==> config.mk <==
export PLATFORM = sky130hd
export DESIGN_NAME = uart_tx_arbiter
export DESIGN_NICKNAME = d
export VERILOG_FILES = /design/src/rtl/uart_pkg.sv /design/src/rtl/rr_pick.sv /design/src/rtl/uart_tx_arbiter.sv
export SDC_FILE = /design/constraint.sdc
export NUM_CORES = 1
export LEC_CHECK = 0
export BUFFER_PORTS_ARGS = -buffer_cell sky130_fd_sc_hd__clkbuf_2
export CORE_AREA = 2 2 80 66
export DETAILED_ROUTE_END_ITERATION = 16
export DIE_AREA = 0 0 82 68
export GPL_TIMING_DRIVEN = 0
export HOLD_SLACK_MARGIN = 0.12
export MAX_ROUTING_LAYER = met4
export PLACE_DENSITY = 0.54
export SKIP_CTS_REPAIR_TIMING = 1
export SLEW_MARGIN = 5
export SYNTH_ARGS = -nofsm -noshare
export SYNTH_HDL_FRONTEND = slang
export SYNTH_SLANG_ARGS = --single-unit
export TNS_END_PERCENT = 20
==> constraint.sdc <==
create_clock -name i_clk -period 2.38 [get_ports i_clk]
set_clock_uncertainty 0.15 [all_clocks]
set_input_delay 0.238 -clock i_clk [delete_from_list [all_inputs] [get_ports i_clk]]
set_output_delay 0.238 -clock i_clk [all_outputs]
set_load 0.01 [all_outputs]
==> src/rtl/uart_pkg.sv <==
// Purpose: shared types and constants for the UART transmit-side arbitration blocks.
// Latency: n/a (package only).
// Backpressure: n/a (package only).
// Contents: 2-bit state encoding for the arbiter sequencer and the byte width.
package uart_pkg;

    localparam int BYTE_W = 8;

    typedef logic [1:0] state_t;

    localparam state_t ST_IDLE      = 2'd0;
    localparam state_t ST_LAUNCH    = 2'd1;
    localparam state_t ST_WAIT_BUSY = 2'd2;
    localparam state_t ST_WAIT_DONE = 2'd3;

endpackage

==> src/rtl/rr_pick.sv <==
// Purpose: combinational rotating-priority encoder; picks the first request above the last grant.
// Latency: purely combinational, zero cycles.
// Backpressure: none; the caller decides whether to act on the pick.
// Ports:
//   req     - N-bit request vector
//   last    - index of the previous winner; search starts at (last+1) mod N and wraps
//   winner  - index of the chosen requester (equals last when nothing is requesting)
//   any_req - at least one request bit is set
module rr_pick #(
    parameter int N  = 4,
    parameter int IW = $clog2(N)
) (
    input  logic [N-1:0]  req,
    input  logic [IW-1:0] last,
    output logic [IW-1:0] winner,
    output logic          any_req
);

    logic [IW-1:0] cand;

    // Walk the offsets from farthest to nearest so the nearest set bit above
    // 'last' is the final assignment and therefore wins.
    always_comb begin
        winner  = last;
        any_req = |req;
        cand    = '0;
        for (int d = N; d >= 1; d--) begin
            cand = IW'((int'(last) + d) % N);
            if (req[cand]) begin
                winner = cand;
            end
        end
    end

endmodule

==> src/rtl/uart_tx_arbiter.sv <==
// Purpose: round-robin share of one uart_tx between N byte producers; capture, launch, track frame.
// Latency: ack on the grant edge, o_tx_ready one cycle later; IDLE again one cycle after i_tx_next rises.
// Backpressure: grants only when i_en and i_tx_next are high; producers hold valid/data until acked.
// Ports:
//   i_clk, i_rst              - clock and async active-high reset
//   i_en                      - gates new grants only; an in-flight byte always completes
//   i_req_valid, i_req_data   - per-requester valid level and packed bytes (requester k at [8k+7:8k])
//   o_req_ack                 - one-hot single-cycle accept pulse
//   o_tx_data, o_tx_ready     - byte and one-cycle launch strobe towards uart_tx
//   i_tx_next                 - uart_tx idle level
//   o_busy, o_grant_id        - not-idle flag and last granted index
//   o_timeout                 - sticky flag: transmitter never left idle after a launch
module uart_tx_arbiter
    import uart_pkg::*;
#(
    parameter int N       = 4,
    parameter int TIMEOUT = 64,
    parameter int TW      = 7
) (
    input  logic                   i_clk,
    input  logic                   i_rst,
    input  logic                   i_en,
    input  logic [N-1:0]           i_req_valid,
    input  logic [BYTE_W*N-1:0]    i_req_data,
    output logic [N-1:0]           o_req_ack,
    output logic [BYTE_W-1:0]      o_tx_data,
    output logic                   o_tx_ready,
    input  logic                   i_tx_next,
    output logic                   o_busy,
    output logic [$clog2(N)-1:0]   o_grant_id,
    output logic                   o_timeout
);

    localparam int IW = $clog2(N);

    state_t            state_q;
    state_t            state_d;
    logic [TW-1:0]     cnt_q;
    logic [TW-1:0]     cnt_d;

    logic [N-1:0]      ack_d;
    logic [BYTE_W-1:0] data_d;
    logic              ready_d;
    logic              busy_d;
    logic [IW-1:0]     gid_d;
    logic              timeout_d;

    logic [IW-1:0]     winner;
    logic              any_req;
    logic [BYTE_W-1:0] sel_byte;
    logic              grant;
    logic              timeout_hit;

    rr_pick #(
        .N  (N),
        .IW (IW)
    ) u_pick (
        .req     (i_req_valid),
        .last    (o_grant_id),
        .winner  (winner),
        .any_req (any_req)
    );

    always_comb begin
        sel_byte = '0;
        for (int k = 0; k < N; k++) begin
            if (winner == IW'(k)) begin
                sel_byte = i_req_data[k*BYTE_W +: BYTE_W];
            end
        end
    end

    assign grant = (state_q == ST_IDLE) && i_en && i_tx_next && any_req;

    // The counter starts at zero on the edge leaving LAUNCH, so the flag fires
    // exactly TIMEOUT cycles after the launch strobe becomes visible.
    assign timeout_hit = (state_q == ST_WAIT_BUSY) && i_tx_next &&
                         (cnt_q == TW'(TIMEOUT - 1));

    // State and output registers.
    always_ff @(posedge i_clk or posedge i_rst) begin
        if (i_rst) begin
            state_q    <= ST_IDLE;
            cnt_q      <= '0;
            o_req_ack  <= '0;
            o_tx_data  <= '0;
            o_tx_ready <= 1'b0;
            o_busy     <= 1'b0;
            o_grant_id <= IW'(N - 1);
            o_timeout  <= 1'b0;
        end else begin
            state_q    <= state_d;
            cnt_q      <= cnt_d;
            o_req_ack  <= ack_d;
            o_tx_data  <= data_d;
            o_tx_ready <= ready_d;
            o_busy     <= busy_d;
            o_grant_id <= gid_d;
            o_timeout  <= timeout_d;
        end
    end

    // Next-state logic.
    always_comb begin
        state_d = state_q;
        case (state_q)
            ST_IDLE: begin
                if (grant) begin
                    state_d = ST_LAUNCH;
                end
            end
            ST_LAUNCH: begin
                state_d = ST_WAIT_BUSY;
            end
            ST_WAIT_BUSY: begin
                if (!i_tx_next) begin
                    state_d = ST_WAIT_DONE;
                end else if (timeout_hit) begin
                    state_d = ST_IDLE;
                end
            end
            ST_WAIT_DONE: begin
                // No timeout here: frame length scales with the oversampling ratio.
                if (i_tx_next) begin
                    state_d = ST_IDLE;
                end
            end
            default: begin
                state_d = ST_IDLE;
            end
        endcase
    end

    // Output and datapath next values; all outputs are registered.
    always_comb begin
        ack_d = '0;
        for (int k = 0; k < N; k++) begin
            ack_d[k] = grant && (winner == IW'(k));
        end
        data_d    = grant ? sel_byte : o_tx_data;
        gid_d     = grant ? winner : o_grant_id;
        ready_d   = (state_q == ST_LAUNCH);
        busy_d    = (state_d != ST_IDLE);
        timeout_d = o_timeout | timeout_hit;

        cnt_d = cnt_q;
        if (state_q == ST_LAUNCH) begin
            cnt_d = '0;
        end else if (state_q == ST_WAIT_BUSY) begin
            cnt_d = cnt_q + TW'(1);
        end
    end

endmodule

==> impl_metrics.json <==
{
  "outcome": "finished clean",
  "hpwl_um": 3155,
  "drc": 0,
  "layout.nets": 285,
  "p_sw_uw": 909.4,
  "hold_path.class": "in -> reg",
  "antenna_found_initial": 0,
  "power.share.combinational_pct": 51.5,
  "critPathKind": "reg -> reg",
  "maxSlewViolCount": 0,
  "dp_slack_ns": 0.2444,
  "clkTransAtPathRegs_ns": 0.10,
  "syn_to_final_growth_pct": 27.35,
  "final_cell_mix": "clkbuf_2 (55), dfrtp_1 (24), o21ai_0 (18), nand2_1 (17), a21oi_1 (13)",
  "gp_congestion": 0.9044,
  "final_layout_size_suffix_gt1_share_pct": 34.31,
  "worstMarginPinSlew_ns": 1.002,
  "track_usage_pct": 16.68,
  "wl_per_cell_um": 13.78,
  "ant_nets": 0,
  "cts_tree": "yes",
  "holdPathStages": 3,
  "end_kind": "register",
  "fmax_ghz": 0.4690,
  "critPathArrivalTime_ns": 2.20,
  "initialDrtViolationCount": 88,
  "p_seq_share_pct": 31.8,
  "pwr-share-clk_pct": 16.7,
  "syn-cell-area_um2": 1624,
  "syn_nets": 223,
  "post-route-util_pct": 42.78,
  "powerDensity_nw_per_um2": 1075,
  "p_leak_uw": 0.0009918,
  "fill_cells": 492,
  "required_ns": 2.45,
  "worst_hold_slack_ns": 0.1517,
  "io_buffers": 55,
  "avgSynthCellArea_um2": 9.124,
  "die_y_um": 68,
  "synth_edf_count": 0,
  "tns_ns": 0,
  "ys_warn_count": 0,
  "root_buffer": "clkbuf_8",
  "syn-instance-count": 178,
  "pin_count": 57,
  "drv_cap": 0,
  "n_antenna_cell": 0,
  "timing.final.ws_setup_ns": 0.2479,
  "overflow": 0,
  "fin_crit_sh_pct": 89.58,
  "synth_cell_types": 51,
  "die_w_um": 82,
  "reg2reg_depth": 6,
  "yosys_register_bits": 26,
  "drt_first_pass_iters": 4,
  "p_sw_share_pct": 40.90,
  "ir_worst_vdd_mv": 0.3673,
  "maxSlewHeadroom_pct": 33.15,
  "path_max_fanout": 10,
  "cts.path.max_buffers": 2,
  "grt_pass1_vias": 1416,
  "min_period_ns": 2.132,
  "fp.coreArea_um2": 4835,
  "startpoint_type": "register",
  "vias_per_cell": 5.037,
  "rows": 23,
  "clock_latency_ns": 0.27,
  "routed-via-count": 1516,
  "placed_area_um2": 1977,
  "rsz0062_at_grt": "no",
  "dieArea_um2": 5576,
  "hold_violations": 0,
  "grt_pass1_wl_um": 6934,
  "start_util_pct": 33.59,
  "fin_area_um2": 2068,
  "final_common_cell": "clkbuf_2",
  "cts.sinks": 26,
  "p_int_uw": 1314,
  "seq_area_frac_synth_pct": 40.22,
  "htree_levels": 1,
  "cts_buffers": 3,
  "synth-main-ff-cell": "dfrtp_1",
  "wl_um": 4147,
  "synthArstFlopShare_pct": 100.0,
  "grt_max_degree": 27,
  "finalSetupViolCount": 0
}
-- power groups by stage --
| stage | Clock, uW | Combinational [uW] | Sequential, uW |
|---|---|---|---|
| final | 371 | 1150 | 708 |
| after global routing | 396 | 1300 | 728 |
| after CTS | 380 | 1160 | 708 |
| after detailed placement | 0 | 1150 | 715 |
| after global placement | 0 | 1150 | 721 |
| after floorplan | 0 | 776 | 751 |
-- synthesized netlist by cell type (3+ instances only) --
cell | number | area share, %
nand2_1 | 17 | 3.9
nor2b_1 | 4 | 1.5
nand3_1 | 12 | 3.7
a21oi_1 | 13 | 4.0
o22a_1 | 5 | 2.7
o21a_1 | 3 | 1.4
nor3_1 | 4 | 1.2
and3_1 | 4 | 1.5
ha_1 | 5 | 3.9
nand2b_1 | 3 | 1.2
nor2_1 | 9 | 2.1
o21ai_0 | 18 | 5.5
a221o_1 | 5 | 3.1
inv_1 | 10 | 2.3
dfrtp_1 | 24 | 37
-- flip-flops by register name, indices dropped and copies added (netlist names) --
register,cells
o_tx_data,8
o_req_ack,4
cnt_q,7
state_q,2
o_busy,1
o_grant_id,2
o_tx_ready,1
o_timeout,1
-- worst paths after layout --
kind | slack (ns) | startpoint | endpoint
worst min register to register | 0.32 | o_timeout | o_timeout
worst min-delay path | 0.15 | i_req_data[26] | o_tx_data[2]
worst max register to register | 0.25 | o_grant_id[1] | o_tx_data[4]
min in group asynchronous | 0.58 | i_rst | cnt_q[5]
max in group asynchronous | 0.90 | i_rst | o_tx_data[0]
worst max-delay path | 0.25 | o_grant_id[1] | o_tx_data[4]
-- worst max-delay path: stages (launching register included) --
cell,delay [ns]
dfstp_2,0.55
buf_6,0.14
inv_2,0.03
o311a_1,0.37
o31ai_4,0.47
a221o_1,0.25
o22a_1,0.11
-- area by class of cell --
class | count | area (um2) | area share [%]
repair buffers | 57 | 295.3 | 14.28
plain buffers | 7 | 47.55 | 2.299
flip-flops and latches | 26 | 653.1 | 31.58
clock buffers | 3 | 41.29 | 1.996
clock inverters | 1 | 30.03 | 1.452
well taps | 62 | 77.57 | 3.751
inverters | 11 | 41.29 | 1.996
multi-input cells | 134 | 882.1 | 42.65
-- per-stage QoR --
| step | power [uW] | instances |
|---|---|---|
| floorplan | 1527 | 178 |
| global placement | 1871 | 295 |
| detailed placement | 1867 | 295 |
| CTS | 2243 | 299 |
| global route | 2424 | 301 |
| finish | 2224 | 301 |
-- cell families after synthesis --
kind of cell,synth area share [%]
DFF,40.22
muxes,0.6933
adders and majority gates,3.852
and+or+nand+nor,21.11
buffers and inverters,5.470
AOI/OAI and AO/OA,28.66
-- routing by layer --
layer / global-route usage (%) / vias up / wire length (um)
li1: - / 777 / -
met1: 24.14 / 690 / 2147
met2: 24.29 / 47 / 1754
met3: 3.430 / 2 / 219
met4: 2.917 / 0 / 25
met5: - / - / 0
No activity file was read; power rests on OpenSTA's default activity.
